===== config.mk =====
export PLATFORM = sky130hd
export DESIGN_NAME = seg7_capture_flat
export DESIGN_NICKNAME = d
export VERILOG_FILES = /design/src/rtl/seg7_capture_if.sv /design/src/rtl/seg7_capture.sv /design/src/flat_wrapper.sv
export SDC_FILE = /design/constraint.sdc
export NUM_CORES = 1
export LEC_CHECK = 0
export BUFFER_PORTS_ARGS = -buffer_cell sky130_fd_sc_hd__clkbuf_2
export CAP_MARGIN = 10
export CORE_MARGIN = 2
export CORE_UTILIZATION = 49
export DETAILED_ROUTE_END_ITERATION = 7
export PLACE_DENSITY = 0.74
export SYNTH_ARGS = -nofsm -noshare
export SYNTH_HDL_FRONTEND = slang
export SYNTH_SLANG_ARGS = --single-unit

===== constraint.sdc =====
create_clock -name clock -period 2 [get_ports clock]
set_clock_uncertainty 0.05 [all_clocks]
set_input_delay 0.1 -clock clock [delete_from_list [all_inputs] [get_ports clock]]
set_output_delay 0.1 -clock clock [all_outputs]
set_load 0.005 [all_outputs]

===== src/rtl/seg7_capture_if.sv =====
// Segment-bus capture interface: the display side drives the multiplexed bus,
// the capture block returns the recovered digits and update strobes.
interface seg7_capture_if #(
  parameter int NUM_DIGITS = 6
);
  logic [6:0]              seg_in;
  logic [2:0]              digit_sel;
  logic                    clear;
  logic [4*NUM_DIGITS-1:0] value;
  logic [NUM_DIGITS-1:0]   dig_valid;
  logic [NUM_DIGITS-1:0]   dig_err;
  logic                    upd_valid;
  logic [2:0]              upd_idx;
  logic                    frame_done;

  modport master (
    output seg_in, digit_sel, clear,
    input  value, dig_valid, dig_err, upd_valid, upd_idx, frame_done
  );

  modport slave (
    input  seg_in, digit_sel, clear,
    output value, dig_valid, dig_err, upd_valid, upd_idx, frame_done
  );
endinterface


===== src/rtl/seg7_capture.sv =====
// Recovers per-digit nibbles from a time-multiplexed active-low 7-segment bus,
// capturing a digit only once its {digit_sel, seg_in} pair has been stable long enough.
module seg7_capture #(
  parameter int STABLE_CYCLES = 4,
  parameter int NUM_DIGITS    = 6
) (
  input logic           clock,
  input logic           resetn,
  seg7_capture_if.slave bus
);

  localparam int            CW      = $clog2(STABLE_CYCLES + 1);
  localparam logic [CW-1:0] CNT_MAX = CW'(STABLE_CYCLES);
  localparam logic [CW-1:0] CNT_ONE = CW'(1);

  typedef enum logic {TRACK, HOLD} state_t;

  typedef struct packed {
    logic       legal;
    logic [3:0] nib;
  } glyph_t;

  function automatic glyph_t decode(input logic [6:0] seg);
    glyph_t g;
    g.legal = 1'b1;
    case (seg)
      7'h40:   g.nib = 4'h0;
      7'h79:   g.nib = 4'h1;
      7'h24:   g.nib = 4'h2;
      7'h30:   g.nib = 4'h3;
      7'h19:   g.nib = 4'h4;
      7'h12:   g.nib = 4'h5;
      7'h02:   g.nib = 4'h6;
      7'h78:   g.nib = 4'h7;
      7'h00:   g.nib = 4'h8;
      7'h10:   g.nib = 4'h9;
      7'h08:   g.nib = 4'hA;
      7'h03:   g.nib = 4'hB;
      7'h46:   g.nib = 4'hC;
      7'h21:   g.nib = 4'hD;
      7'h06:   g.nib = 4'hE;
      7'h0E:   g.nib = 4'hF;
      default: begin
        g.nib   = 4'h0;
        g.legal = 1'b0;
      end
    endcase
    return g;
  endfunction

  logic [6:0]              seg_q;
  logic [2:0]              sel_q;
  logic [CW-1:0]           cnt;
  state_t                  state;
  logic [4*NUM_DIGITS-1:0] value_q;
  logic [NUM_DIGITS-1:0]   valid_q;
  logic [NUM_DIGITS-1:0]   err_q;
  logic                    upd_valid_q;
  logic [2:0]              upd_idx_q;
  logic                    frame_q;

  logic                    same;
  logic                    hit;
  logic                    capture;
  glyph_t                  glyph;
  logic [4*NUM_DIGITS-1:0] value_nxt;
  logic [NUM_DIGITS-1:0]   valid_nxt;
  logic [NUM_DIGITS-1:0]   err_nxt;

  assign same  = ({bus.digit_sel, bus.seg_in} == {sel_q, seg_q});
  assign hit   = (state == TRACK) && (cnt == CNT_MAX);
  assign glyph = decode(seg_q);

  // NOTE: every always_comb output gets a default first so no latch is inferred.
  always_comb begin
    capture   = 1'b0;
    value_nxt = value_q;
    valid_nxt = valid_q;
    err_nxt   = err_q;
    for (int i = 0; i < NUM_DIGITS; i++) begin
      if (hit && sel_q == 3'(i)) begin
        capture = 1'b1;
        if (seg_q == 7'h7F) begin
          valid_nxt[i] = 1'b0;
          err_nxt[i]   = 1'b0;
        end else if (glyph.legal) begin
          value_nxt[4*i +: 4] = glyph.nib;
          valid_nxt[i]        = 1'b1;
          err_nxt[i]          = 1'b0;
        end else begin
          valid_nxt[i] = 1'b0;
          err_nxt[i]   = 1'b1;
        end
      end
    end
  end

  // NOTE: state registers use non-blocking assignment so every flop sees pre-edge values.
  always_ff @(posedge clock or negedge resetn) begin
    if (!resetn) begin
      seg_q       <= 7'h7F;
      sel_q       <= 3'd7;
      cnt         <= '0;
      state       <= TRACK;
      value_q     <= '0;
      valid_q     <= '0;
      err_q       <= '0;
      upd_valid_q <= 1'b0;
      upd_idx_q   <= 3'd0;
      frame_q     <= 1'b0;
    end else begin
      seg_q <= bus.seg_in;
      sel_q <= bus.digit_sel;
      if (bus.clear) begin
        // Clear outranks a capture landing on the same edge; upd_idx keeps its last value.
        value_q     <= '0;
        valid_q     <= '0;
        err_q       <= '0;
        upd_valid_q <= 1'b0;
        frame_q     <= 1'b0;
        cnt         <= '0;
        state       <= TRACK;
      end else begin
        value_q     <= value_nxt;
        valid_q     <= valid_nxt;
        err_q       <= err_nxt;
        upd_valid_q <= capture;
        if (capture) upd_idx_q <= sel_q;
        frame_q     <= (&valid_nxt) && !(&valid_q);
        if (!same) begin
          // A new pair always restarts tracking, even on the edge that captures the old one.
          cnt   <= CNT_ONE;
          state <= TRACK;
        end else begin
          if (cnt != CNT_MAX) cnt <= cnt + CNT_ONE;
          if (hit) state <= HOLD;
        end
      end
    end
  end

  assign bus.value      = value_q;
  assign bus.dig_valid  = valid_q;
  assign bus.dig_err    = err_q;
  assign bus.upd_valid  = upd_valid_q;
  assign bus.upd_idx    = upd_idx_q;
  assign bus.frame_done = frame_q;

endmodule

===== src/flat_wrapper.sv =====
// flat-port wrapper written by rule: the top's interface ports become plain ports
module seg7_capture_flat 
#(
  parameter int STABLE_CYCLES = 4,
  parameter int NUM_DIGITS    = 6
)
  (clock, resetn, bus_seg_in, bus_digit_sel, bus_clear, bus_value, bus_dig_valid, bus_dig_err, bus_upd_valid, bus_upd_idx, bus_frame_done);
  seg7_capture_if #(.NUM_DIGITS(NUM_DIGITS)) bus_i ();
  input logic clock;
  input logic resetn;
  input wire logic [$bits(bus_i.seg_in)-1:0] bus_seg_in;
  input wire logic [$bits(bus_i.digit_sel)-1:0] bus_digit_sel;
  input wire logic [$bits(bus_i.clear)-1:0] bus_clear;
  output wire logic [$bits(bus_i.value)-1:0] bus_value;
  output wire logic [$bits(bus_i.dig_valid)-1:0] bus_dig_valid;
  output wire logic [$bits(bus_i.dig_err)-1:0] bus_dig_err;
  output wire logic [$bits(bus_i.upd_valid)-1:0] bus_upd_valid;
  output wire logic [$bits(bus_i.upd_idx)-1:0] bus_upd_idx;
  output wire logic [$bits(bus_i.frame_done)-1:0] bus_frame_done;
  assign bus_i.seg_in = bus_seg_in;
  assign bus_i.digit_sel = bus_digit_sel;
  assign bus_i.clear = bus_clear;
  assign bus_value = bus_i.value;
  assign bus_dig_valid = bus_i.dig_valid;
  assign bus_dig_err = bus_i.dig_err;
  assign bus_upd_valid = bus_i.upd_valid;
  assign bus_upd_idx = bus_i.upd_idx;
  assign bus_frame_done = bus_i.frame_done;
  seg7_capture #(.STABLE_CYCLES(STABLE_CYCLES), .NUM_DIGITS(NUM_DIGITS)) u_core (.clock(clock), .resetn(resetn), .bus(bus_i));
endmodule

---- Word level (Yosys, flattened, before mapping) ----
Cells that the tools add are included.
cells by class
  add/subtract/negate cells ............... 1
  eq/ne operators ......................... 27
  muxes and demuxes ....................... 43
  bitwise operators ....................... 2
  reductions and logical operators ........ 28
operators with widths
  cell                   count
  $pmux W4 S15           1
  $eq A7 B7 Y1 const B   5
  $mux W4                8
  $mux W1                28
  $mux W24               1
  $eq A7 B5 Y1 const B   3
  $eq A7 B6 Y1 const B   3
  $reduce_and A3 Y1      6
  $reduce_or A16 Y1      1
  $eq A7 B2 Y1 const B   2
  $eq A7 B4 Y1 const B   2
  $reduce_bool A2 Y1     7
  $mux W6                2
  $reduce_and A6 Y1      2
  $eq A10 B10 Y1         1
  $eq A3 B3 Y1 const B   3
  $mux W3                3
  $ne A3 B3 Y1 const B   3
  $logic_and A1 B1 Y1    8
  $eq A7 B3 Y1 const B   1
  $logic_not A7 Y1       1
  $eq A3 B2 Y1 const B   2
  $add A3 B1 Y3 const B  1
  $eq A3 B1 Y1 const B   1
  other kinds (5)        6
storage, ports and cells
  flip-flop bits (word level) ............. 55
  output and inout bits ................... 41
  logic and storage cells ................. 121

---- Longest topological paths before layout ----
  word-level depth ........................ 10
  mapped depth ............................ 8

---- Worst setup path after synthesis ----
Ideal clock, no wire load.
  path type ............................... reg2reg
  start ................................... register u_core.cnt[0]
  end ..................................... register u_core.frame_q, in the netlist u_core.bus.frame_done
  arrival ................................. 1856 ps
  data required time ...................... 1851 ps
  slack ................................... -6 ps
  cell stages (with the launch flop) ...... 9
  path buffers ............................ 0
  cell sequence ........................... dfrtp_1 > inv_1 > ha_1 > nand3b_2 > nor4b_2 > o21ai_0 > o21ai_0 > or3b_1 > a311oi_1
on the way
  cells in the longest elaborated chain, start to end .. 7
  elaborated cells on any way between the ends .. 17
RTL lines
  item                      RTL line             source
  start: declaration        seg7_capture.sv:53   logic [CW-1:0] cnt;
  start signal: assignment  seg7_capture.sv:135  if (cnt != CNT_MAX) cnt <= cnt + CNT_ONE;
  $eq A3 B3 Y1 *            seg7_capture.sv:71   assign hit = (state == TRACK) && (cnt == CNT_MAX);
  $logic_and A1 B1 Y1 *     seg7_capture.sv:71
  $logic_and A1 B1 Y1       seg7_capture.sv:81   if (hit && sel_q == 3'(i)) begin
  $mux W1                   seg7_capture.sv:81
  $reduce_and A6 Y1 *       seg7_capture.sv:129  frame_q <= (&valid_nxt) && !(&valid_q);
  $logic_and A1 B1 Y1 *     seg7_capture.sv:129
  $mux W1 *                 seg7_capture.sv:114  if (bus.clear) begin
  end signal: assignment    seg7_capture.sv:129
  end: declaration          seg7_capture.sv:60   logic frame_q;
Every way passes the cells marked *; elsewhere a longest branch is shown, timed or not.
A chain may end at the register's enable or synchronous reset.

---- Final worst setup path ----
  start ................................... register u_core.seg_q[1]
  end ..................................... register u_core.value_q[11], in the netlist u_core.bus.value[11]
on the way
  cells in the longest elaborated chain, start to end .. 6
  elaborated cells on any way between the ends .. 27
RTL lines
  item                                        RTL line             source
  start: declaration                          seg7_capture.sv:51   logic [6:0] seg_q;
  start signal: assignment                    seg7_capture.sv:112  seg_q <= bus.seg_in;
  $eq A7 B4 Y1, or another cell as far along  seg7_capture.sv:26   case (seg)
  $pmux W4 S15                                seg7_capture.sv:26
  $mux W4                                     seg7_capture.sv:86   end else if (glyph.legal) begin
  $mux W4                                     seg7_capture.sv:83   if (seg_q == 7'h7F) begin
  $mux W4                                     seg7_capture.sv:81
  $mux W24                                    seg7_capture.sv:114
  end signal: assignment                      seg7_capture.sv:124  value_q <= value_nxt;
  end: declaration                            seg7_capture.sv:55   logic [4*NUM_DIGITS-1:0] value_q;
Several ways; a longest one is shown, not always the timed one. The select of a mux whose other input is x is not followed.

==> parameters.txt <==
Parameter                              Value

Setup path
  Reg2reg end ... u_core.bus.value[11]
  Critical path, cell by cell ... buf_6 > buf_4 > nor2_1 > nand2_2 > o211a_4 > buf_8 > buf_4 > nand3_4 > o221a_4
  Data required, critical path ... 2.16 ns
  R2R setup slack ... -0.15 ns
  Slowest stage delay, CP ... 0.62 ns
  Number of cells on the critical path ... 9
  Family with the most delay on the worst path ... flip-flops
  Critical path data arrival time ... 2.32 ns
  Critical-path cell with the highest stage delay ... sky130_fd_sc_hd__dfstp_2
  Depth of the worst register-to-register path ... 9
  Buf/Inv on CP ... 4
  Maximum fanout along the worst path ... 6
  Startpoint types ... flip-flop
  Worst path most repeated cell ... sky130_fd_sc_hd__buf_4
  Type of element capturing the critical path ... flip-flop
  Startpoint of the most critical register-to-register path ... u_core.seg_q[1]
  Classification of the worst setup path ... reg2reg

STA
  Final period demand of the worst path ... 2.152 ns
  Worst-case hold slack ... 0.1280 ns
  Share of the cycle needed by the critical path after routing ... 1.076
  Hold Violations, Final ... 0
  Slew HR ... 0.7474
  Unrepaired setup endpoints after global routing ... yes
  Worst-case setup margin in the final layout ... -0.1519 ns
  Slew at the pin closest to its max-slew limit ... ~0.37 ns
  Setup violators final ... 25
  Count of pins over their slew limit ... 0
  FMAX ... ~460 MHz

Detailed routing
  Vias ... 2,658
  Final routed DRC violation total ... 0
  Remaining antenna violation count ... 0
  Vias per inst ... 5.741
  Number of violations reported at the end of detailed-routing iteration 0 ... 203
  Routed len/inst ... roughly 17 um
  Final WL ... 7960 um
  Detailed-routing iteration count for the pre-antenna-repair pass ... 5

Synth
  Synth warnings ... 0
  Flip-flop cell with the highest count after synthesis ... sky130_fd_sc_hd__dfrtp_1
  Post-synth cell types ... 55
  Largest area contributor in the netlist ... sky130_fd_sc_hd__dfrtp_1
  Number of flip-flops and latches in the synthesized netlist ... 55
  Area of the mapped netlist ... 2730 um^2
  Largest cells by area after synthesis ... sky130_fd_sc_hd__dfrtp_1, sky130_fd_sc_hd__dfstp_2, sky130_fd_sc_hd__nand2_1
  Synth top area share ... 0.4125
  Number of enable flip-flop cells after synthesis ... 0
  Async set-reset flop share out of synthesis ... 1.000
  Part of the Yosys area used for sequential elements ... 0.5087
  Synth Net Count ... 292
  Cell count after synthesis ... 277
  Post-Synthesis Mean Instance Area ... approximately 9.9 um^2

Power
  Clock share of power ... 0.316
  Pwr Density ... between 500 and 600 nW/um^2
  Sequential power share ... 0.552
  Power, Total ... approximately 2.1 mW
  Static power due to leakage ... 1.833 nW
  P_sw ... 575.5 uW
  Switching fraction of total power ... 0.2745
  Worst ir drop on vdd ... 0.0003924 V
  Internal power of the cells ... 1.521 mW
  Gate power share ... 0.132

GRT
  Maximum number of pins on one net before global-route repair ... 56
  Total global-route track usage ... 0.2504
  Number of global-route vias before repair ... 2,607
  Global route total overflow ... 0
  Antenna violations before repair ... 0
  First-pass GRT wire length ... roughly 12,000 um

Min path
  Hold Path Origin ... bus_clear
  Instance count along the most critical hold path ... 4
  Kind of path behind the tightest hold check ... in2reg
  Sink of the worst hold path ... u_core.bus.value[5]

Layout
  Layout fillers ... 380
  Antenna diodes ... 0
  Ratio of cells with drive above 1 in the final layout ... 0.4783
  Commonest non-fill, non-tap cell in the layout ... sky130_fd_sc_hd__clkbuf_2
  Number of standard cells in the final layout excluding fillers ... 463
  Highest-count cells in the layout ignoring fill and taps ... sky130_fd_sc_hd__clkbuf_2, sky130_fd_sc_hd__buf_4, sky130_fd_sc_hd__dfrtp_1, sky130_fd_sc_hd__nand2_1, sky130_fd_sc_hd__nor2_1
  Layout overhead on the synthesized area ... 47.07%
  Net count, final ... 405

Job
  Max capacitance violation total ... 0

Status
  Violated checks ... negative setup slack
  Outcome ... complete, but fails checks

Clock network
  CTS tree ... built
  Root buffer selected by CTS ... sky130_fd_sc_hd__clkbuf_8
  Worst-Skew Late Latency ... around 0.32 ns
  Number of levels the H-tree was split into ... 2
  Register clock-pin slew on the reported worst setup and hold paths ... ~0.12 ns
  Maximum clock path buffer count ... 2
  Num CTS Buffers ... 5
  Clock net sink count ... 55

Floorplanning
  Die area ... between 6000 and 7000 um^2
  Overall die width ... 78.65 um
  Number of rows created at floorplan ... 27
  Die Ht ... 78.65 um
  Count of boundary I/O pins ... 54
  Initial Utilization ... 0.5020
  Core footprint ... 5439 um^2

Place
  Count of input and output buffers ... 53
  Detailed-placement wirelength estimate ... 4886 um
  Instance count after placement with tap cells included ... 426
  Final weighted congestion in routability-driven placement ... 0.9052
==> cell usage after synthesis, drive strengths merged, types with 5 or more instances <==
cell / count
a21oi: 16
buf: 8
clkbuf: 9
dfrtp: 45
dfstp: 10
inv: 8
nand2: 39
nand3: 14
nand4: 5
nor2: 14
nor3: 5
o21ai: 26
o221a: 6
o31ai: 5
xnor2: 10
==> power by group through the flow <==
stage	clock [mW]	sequential, mW	combinational [mW]
floorplan	0	1.16	0.106
global route	0.715	1.16	0.299
finish	0.663	1.16	0.277
global placement	0	1.18	0.190
detailed placement	0	1.18	0.192
CTS	0.671	1.15	0.237
==> what timing repair did <==
item | 4_1_cts | 5_1_grt
setup buffers | 9 | 11
endpoints found under the setup margin | 36 | 40
pin swaps | 8 | 22
gates resized for setup | 27 | 58
hold endpoints to repair | 58 | 0
cloned | 0 | 0
hold buffers | 11 | 0
==> flip-flops by register name, summed over array words and instances, names as in the netlist <==
signal / cells
u_core.bus.dig_err: 6
u_core.bus.value: 24
u_core.bus.upd_idx: 3
u_core.sel_q: 3
u_core.state: 1
u_core.bus.frame_done: 1
u_core.cnt: 3
u_core.bus.upd_valid: 1
u_core.bus.dig_valid: 6
u_core.seg_q: 7
==> cell families after synthesis <==
family,synth area share
adders and majority gates,0.009164
muxes,0.008249
xor gates and xnor gates,0.04171
AOI/OAI and AO/OA,0.1769
DFF,0.5087
and+or+nand+nor,0.2163
buffers and inverters,0.03895
==> layout make-up <==
cell class | instances | area (um^2) | share of cell area
clock buffers | 5 | 68.82 | 0.01714
multi-input cells | 197 | 1530 | 0.3811
well taps | 72 | 90.09 | 0.02244
repair buffers | 123 | 880.8 | 0.2194
inverters | 8 | 30.03 | 0.007479
clock inverters | 3 | 26.28 | 0.006544
flip-flops and latches | 55 | 1389 | 0.3459
==> per-stage QoR <==
stage | TNS, ns | setup WS (ns) | utilization | area [um^2]
detailed placement | -3.664 | -0.1973 | 0.6138 | 3338
global route | -4.179 | -0.1971 | 0.7382 | 4015
global placement | -2.191 | -0.1174 | 0.6138 | 3338
floorplan | -0.0005157 | -0.0005157 | - | 2739
CTS | -0.8002 | -0.06438 | 0.6846 | 3724
finish | -1.886 | -0.1519 | 0.7382 | 4015
==> routing by layer <==
layer | GRT usage | routed length [um] | vias up
met1 | 0.3175 | 3204 | 1311
met2 | 0.4402 | 4208 | 105
met5 | 0 | 0 | -
li1 | - | - | 1221
met4 | 0.07193 | 167 | 0
met3 | 0.04138 | 379 | 21
==> worst max path at each step <==
stage / from / end
after floorplan: u_core.cnt[0] / u_core.bus.frame_done
after global placement: u_core.seg_q[1] / u_core.bus.frame_done
after detailed placement: u_core.seg_q[3] / u_core.bus.value[14]
after CTS: u_core.seg_q[1] / u_core.bus.value[11]
after global routing: u_core.seg_q[1] / u_core.bus.value[11]
final: u_core.seg_q[1] / u_core.bus.value[11]
==> worst min-delay path: cells and delay by family <==
family | cells | cell delay, ns
buffers and inverters | 2 | 0.24
and+or+nand+nor | 1 | 0.09
AOI/OAI and AO/OA | 1 | 0.05
(Power assumes the default switching activity.)
